--- config.mk ---
export PLATFORM = sky130hd
export DESIGN_NAME = prog_loader
export DESIGN_NICKNAME = d
export VERILOG_FILES = /design/src/rtl/prog_loader_pkg.sv /design/src/rtl/prog_loader.sv
export SDC_FILE = /design/constraint.sdc
export NUM_CORES = 1
export LEC_CHECK = 0
export ABC_AREA = 1
export CORE_ASPECT_RATIO = 1.4
export CORE_MARGIN = 3
export CORE_UTILIZATION = 60
export DETAILED_ROUTE_END_ITERATION = 7
export GPL_ROUTABILITY_DRIVEN = 0
export PLACE_DENSITY = 0.85
export SKIP_CTS_REPAIR_TIMING = 1
export SLEW_MARGIN = 25
export SYNTH_ARGS = -nofsm -noshare
export SYNTH_HDL_FRONTEND = slang
export SYNTH_SLANG_ARGS = --single-unit
--- constraint.sdc ---
create_clock -name clk -period 2.7 [get_ports clk]
set_input_delay 0.27 -clock clk [delete_from_list [all_inputs] [get_ports clk]]
set_output_delay 0.27 -clock clk [all_outputs]
set_load 0.03 [all_outputs]
--- src/rtl/prog_loader_pkg.sv ---
// Shared definitions for the boot-time program loader: FSM encodings and frame constants.
package prog_loader_pkg;

  typedef enum logic [2:0] {
    ST_IDLE    = 3'd0,
    ST_CNT_HI  = 3'd1,
    ST_CNT_LO  = 3'd2,
    ST_DATA_HI = 3'd3,
    ST_DATA_LO = 3'd4,
    ST_CHECK   = 3'd5,
    ST_DONE    = 3'd6,
    ST_ERROR   = 3'd7
  } state_t;

  localparam logic [7:0] MAGIC_DEFAULT = 8'hA5;

endpackage

--- src/rtl/prog_loader.sv ---
// Receives a framed program image over a byte stream, writes it into instruction
// memory and releases the core from reset only once the XOR checksum matches.
module prog_loader
  import prog_loader_pkg::*;
#(
  parameter int unsigned ADDR_W = 8,
  parameter logic [7:0]  MAGIC  = MAGIC_DEFAULT
) (
  input  logic              clk,
  input  logic              rst_n,
  input  logic              rx_valid,
  input  logic [7:0]        rx_data,
  output logic              rx_ready,
  output logic              imem_we,
  output logic [ADDR_W-1:0] imem_addr,
  output logic [15:0]       imem_wdata,
  output logic              core_rst_n,
  output logic              load_done,
  output logic              load_error
);

  localparam int unsigned DEPTH = 32'd1 << ADDR_W;

  state_t              r_state;
  logic [7:0]          r_cnt_hi;
  logic [7:0]          r_hi;
  logic [7:0]          r_csum;
  logic [15:0]         r_left;
  logic                r_ready;
  logic                r_we;
  logic [ADDR_W-1:0]   r_addr;
  logic [15:0]         r_wdata;
  logic                r_core_rst_n;
  logic                r_done;
  logic                r_err;

  logic                w_accept;
  logic [15:0]         w_count;
  logic [7:0]          w_csum_next;

  assign w_accept    = rx_valid && r_ready;
  assign w_count     = {r_cnt_hi, rx_data};
  assign w_csum_next = r_csum ^ rx_data;

  // Frame FSM; the write cycle blocks acceptance so address bump and next byte never collide.
  always_ff @(posedge clk) begin
    if (!rst_n) begin
      r_state      <= ST_IDLE;
      r_cnt_hi     <= 8'd0;
      r_hi         <= 8'd0;
      r_csum       <= 8'd0;
      r_left       <= 16'd0;
      r_ready      <= 1'b0;
      r_we         <= 1'b0;
      r_addr       <= '0;
      r_wdata      <= 16'd0;
      r_core_rst_n <= 1'b0;
      r_done       <= 1'b0;
      r_err        <= 1'b0;
    end else begin
      r_we    <= 1'b0;
      r_ready <= 1'b1;
      if (r_we) begin
        r_addr <= r_addr + ADDR_W'(1);
      end
      if (w_accept) begin
        case (r_state)
          ST_IDLE, ST_DONE, ST_ERROR: begin
            if (rx_data == MAGIC) begin
              r_state      <= ST_CNT_HI;
              r_core_rst_n <= 1'b0;
              r_done       <= 1'b0;
              r_err        <= 1'b0;
              r_addr       <= '0;
              r_csum       <= 8'd0;
            end
          end
          ST_CNT_HI: begin
            r_cnt_hi <= rx_data;
            r_state  <= ST_CNT_LO;
          end
          ST_CNT_LO: begin
            r_left <= w_count;
            if (32'(w_count) > DEPTH) begin
              r_state <= ST_ERROR;
              r_err   <= 1'b1;
            end else if (w_count == 16'd0) begin
              r_state <= ST_CHECK;
            end else begin
              r_state <= ST_DATA_HI;
            end
          end
          ST_DATA_HI: begin
            r_hi    <= rx_data;
            r_csum  <= w_csum_next;
            r_state <= ST_DATA_LO;
          end
          ST_DATA_LO: begin
            r_wdata <= {r_hi, rx_data};
            r_we    <= 1'b1;
            r_ready <= 1'b0;
            r_csum  <= w_csum_next;
            r_left  <= r_left - 16'd1;
            r_state <= (r_left == 16'd1) ? ST_CHECK : ST_DATA_HI;
          end
          ST_CHECK: begin
            if (rx_data == r_csum) begin
              r_state      <= ST_DONE;
              r_core_rst_n <= 1'b1;
              r_done       <= 1'b1;
            end else begin
              r_state <= ST_ERROR;
              r_err   <= 1'b1;
            end
          end
          default: r_state <= ST_IDLE;
        endcase
      end
    end
  end

  assign rx_ready   = r_ready;
  assign imem_we    = r_we;
  assign imem_addr  = r_addr;
  assign imem_wdata = r_wdata;
  assign core_rst_n = r_core_rst_n;
  assign load_done  = r_done;
  assign load_error = r_err;

endmodule
==> flow_summary_export.csv <==
group,metric,value,unit
layout,num_antenna_cells,0,
synthesis,synth_top_area_frac,0.420,
synthesis,postSynthAreaPerCell,6.99,sq um
timing,fmax,512,MHz
setup_path,slowest_stage,"clkdlybuf4s50_1",
clock_network,clk_path_buf_depth,2,
power,power.internal,1.41,mW
synthesis,yosysWarnings,0,
synthesis,synth_common_cells,"nand2_1, dfxtp_1, nor2_1",
timing,drv_slew,0,
timing,min_period_over_period,0.724,
min_path,holdPathStages,2,
floorplanning,die_area,6590,sq um
synthesis,synthFlopType,"dfxtp_1",
routing,drtPass1Iterations,5,
synthesis,ys_ff_latch,71,
timing,max_slew_margin,0.686,
setup_path,rr_worst_depth,8,
power,power_switching,0.486,mW
synthesis,syn_area,3380,sq um
floorplanning,die_h,94.8,microns
routing,drcViolationCount,0,
setup_path,cp_cell_sequence,"clkdlybuf4s50_1",
min_path,hold_end,"load_error",
timing,fin_crit,1.95,ns
timing,finClkSkew,0.00806,ns
synthesis,synth_cell_types,30,
setup_path,cp-start-kind,"register",
synthesis,async_reset_ff_frac,0,
routing,drt-total-wl,8500,microns
setup_path,worstPathMaxFanout,9,
place,portBuffers,39,
timing,rsz0062_at_grt,"false",
global_route,grt_pass1_vias,3224,
synthesis,synth_edf_count,0,
routing,dr.first_iter.drc_count,261,
global_route,grt_antenna_before_repair,0,
layout,syn2layout_area_growth,18.2,%
routing,vias,3398,
power,leakagePower,1.63,nW
clock_network,cts_buffers,9,
synthesis,yosysMostFrequentCell,"nand2_1",
global_route,grt_max_degree,27,
setup_path,regToRegSetupSlack,0.88,ns
setup_path,path_delay_family,"buffers and inverters",
global_route,grtUsageTotal,0.272,
setup_path,r2r_start,"r_state[0]",
synthesis,synth-seq-area-share,0.420,
layout,drive_above_1_share,0.0586,
clock_network,clk_root_buffer_cell,"clkbuf_8",
routing,drtAntennaViolNets,0,
floorplanning,ios,40,
setup_path,cp.arrival,1.68,ns
timing,setup_viol,0,
clock_network,clock_latency,0.35,ns
power,max-vdd-ir-drop,0.377,mV
floorplanning,die_w,69.5,microns
floorplanning,initial_utilization,0.636,
routing,routed_via_density,5.71,
setup_path,path_depth,1,
global_route,grt_pass1_wl,14400,microns
timing,setup_tns,0,ns
synthesis,synth_cells,484,
run,maxCapViolCount,0,
layout,finalInstanceArea,4000,sq um
global_route,grt_overflow,0,
min_path,hp-class,"register to register",
floorplanning,rows,31,
routing,avgRoutedWirePerCell,14.3,microns
floorplanning,core-area,5310,sq um
synthesis,synth.top_cells.by_area,"dfxtp_1, nand2_1, a21oi_1, nor2_1, inv_1",
clock_network,h-tree-depth,3,
setup_path,crit_path_end_kind,"output port",
place,placed_area,3820,sq um
layout,fillers,416,
synthesis,syn_nets,498,
setup_path,crit_buf_inv,1,
setup_path,r2r-end,"r_left[10]",
power,powerDensity,476,nW/um^2
setup_path,worst_path_largest_cell_delay,0.75,ns
timing,whs,0.453,ns
timing,tightestPinTransition,0.469,ns
clock_network,clock-sinks,71,
power,swShare,0.256,
layout,nNetsFinal,538,
clock_network,cts_tree,"yes",
power,clockPowerShare,0.408,
outcome,status,"finished clean",
place,post-dp-hpwl,5980,microns
power,comb_power_share,0.041,
timing,final_hold_viol_count,0,
synthesis,synth_top_cell_by_area,"dfxtp_1",
min_path,worstHoldStart,"load_error",
power,share_seq_of_total_power,0.551,
setup_path,path_class,"register to output port",
setup_path,required,2.43,ns
clock_network,path_clk_slew,0.08,ns
==> power by group through the flow <==
| stage | Combinational (mW) | Sequential, mW | Clock [mW] |
|---|---|---|---|
| finish | 0.0774 | 1.05 | 0.776 |
| global route | 0.0833 | 1.05 | 0.822 |
| CTS | 0.0762 | 1.05 | 0.784 |
| detailed placement | 0.0760 | 1.07 | 0 |
| global placement | 0.0744 | 1.07 | 0 |
| floorplan | 0.0347 | 1.07 | 0 |
==> cell usage in the layout (no fill, tap or decap), types with 2 or more instances in the layout <==
| master | count |
|---|---|
| inv_1 | 49 |
| nand2_1 | 123 |
| a22o_1 | 8 |
| a31oi_1 | 3 |
| ha_1 | 3 |
| nand3_1 | 22 |
| inv_6 | 3 |
| o21ai_0 | 36 |
| nand4_1 | 17 |
| a21oi_1 | 51 |
| dfxtp_1 | 71 |
| clkdlybuf4s50_1 | 39 |
| xnor2_1 | 3 |
| nand2_2 | 3 |
| a211oi_1 | 2 |
| clkinvlp_4 | 2 |
| inv_2 | 2 |
| xor2_1 | 11 |
| clkbuf_8 | 9 |
| buf_4 | 5 |
| nor2_1 | 55 |
==> logic make-up (layout without fill, tap and decap cells) <==
group | Yosys count | after routing | share of synthesized area
XOR/XNOR | 14 | 14 | 0.0363
adder cells (fa/ha/maj) | 3 | 3 | 0.0111
multiplexers | 1 | 1 | 0.00296
AO/OA/AOI/OAI | 105 | 105 | 0.172
flip-flops | 71 | 71 | 0.420
AND/OR/NAND/NOR | 223 | 223 | 0.277
buffers and inverters | 67 | 112 | 0.0799
==> area by class of cell <==
type | instances | area (sq um) | area share
repair buffers | 44 | 428 | 0.107
clock buffers | 9 | 124 | 0.0310
multi-input cells | 346 | 1690 | 0.423
well taps | 66 | 82.6 | 0.0207
clock inverters | 7 | 55.1 | 0.0138
inverters | 52 | 195 | 0.0488
flip-flops and latches | 71 | 1420 | 0.356
==> stage by stage <==
stage	setup slack (ns)	util	cells	power, mW
floorplan	1.23	-	484	1.11
global placement	0.616	0.718	579	1.15
detailed placement	0.600	0.718	579	1.15
CTS	0.730	0.752	595	1.91
global route	0.704	0.752	595	1.95
finish	0.745	0.752	595	1.90
==> sequential cells by signal (all words and copies together), names as in the netlist <==
name,flops
r_csum,8
imem_we,1
imem_wdata,16
imem_addr,8
r_left,16
r_cnt_hi,8
r_state,3
r_hi,8
load_error,1
rx_ready,1
load_done,1
==> metal layers <==
| layer | routed length (microns) | part of all wire | vias to the layer above | track usage |
|---|---|---|---|---|
| met1 | 3360 | 0.39 | 1526 | 0.315 |
| li1 | - | - | 1665 | - |
| met3 | 601 | 0.071 | 40 | 0.0522 |
| met5 | 0 | 0 | - | 0 |
| met2 | 4170 | 0.49 | 167 | 0.475 |
| met4 | 372 | 0.044 | 0 | 0.140 |
==> worst max path at each step <==
stage,endpoint,from,slack [ns]
floorplan,r_left[8],rx_ready,1.23
global placement,r_csum[0],rx_data[0],0.62
detailed placement,r_csum[4],rx_data[0],0.60
CTS,imem_we,imem_we,0.73
global route,imem_we,imem_we,0.70
finish,imem_we,imem_we,0.75
Power figures use the tool's default switching activity.
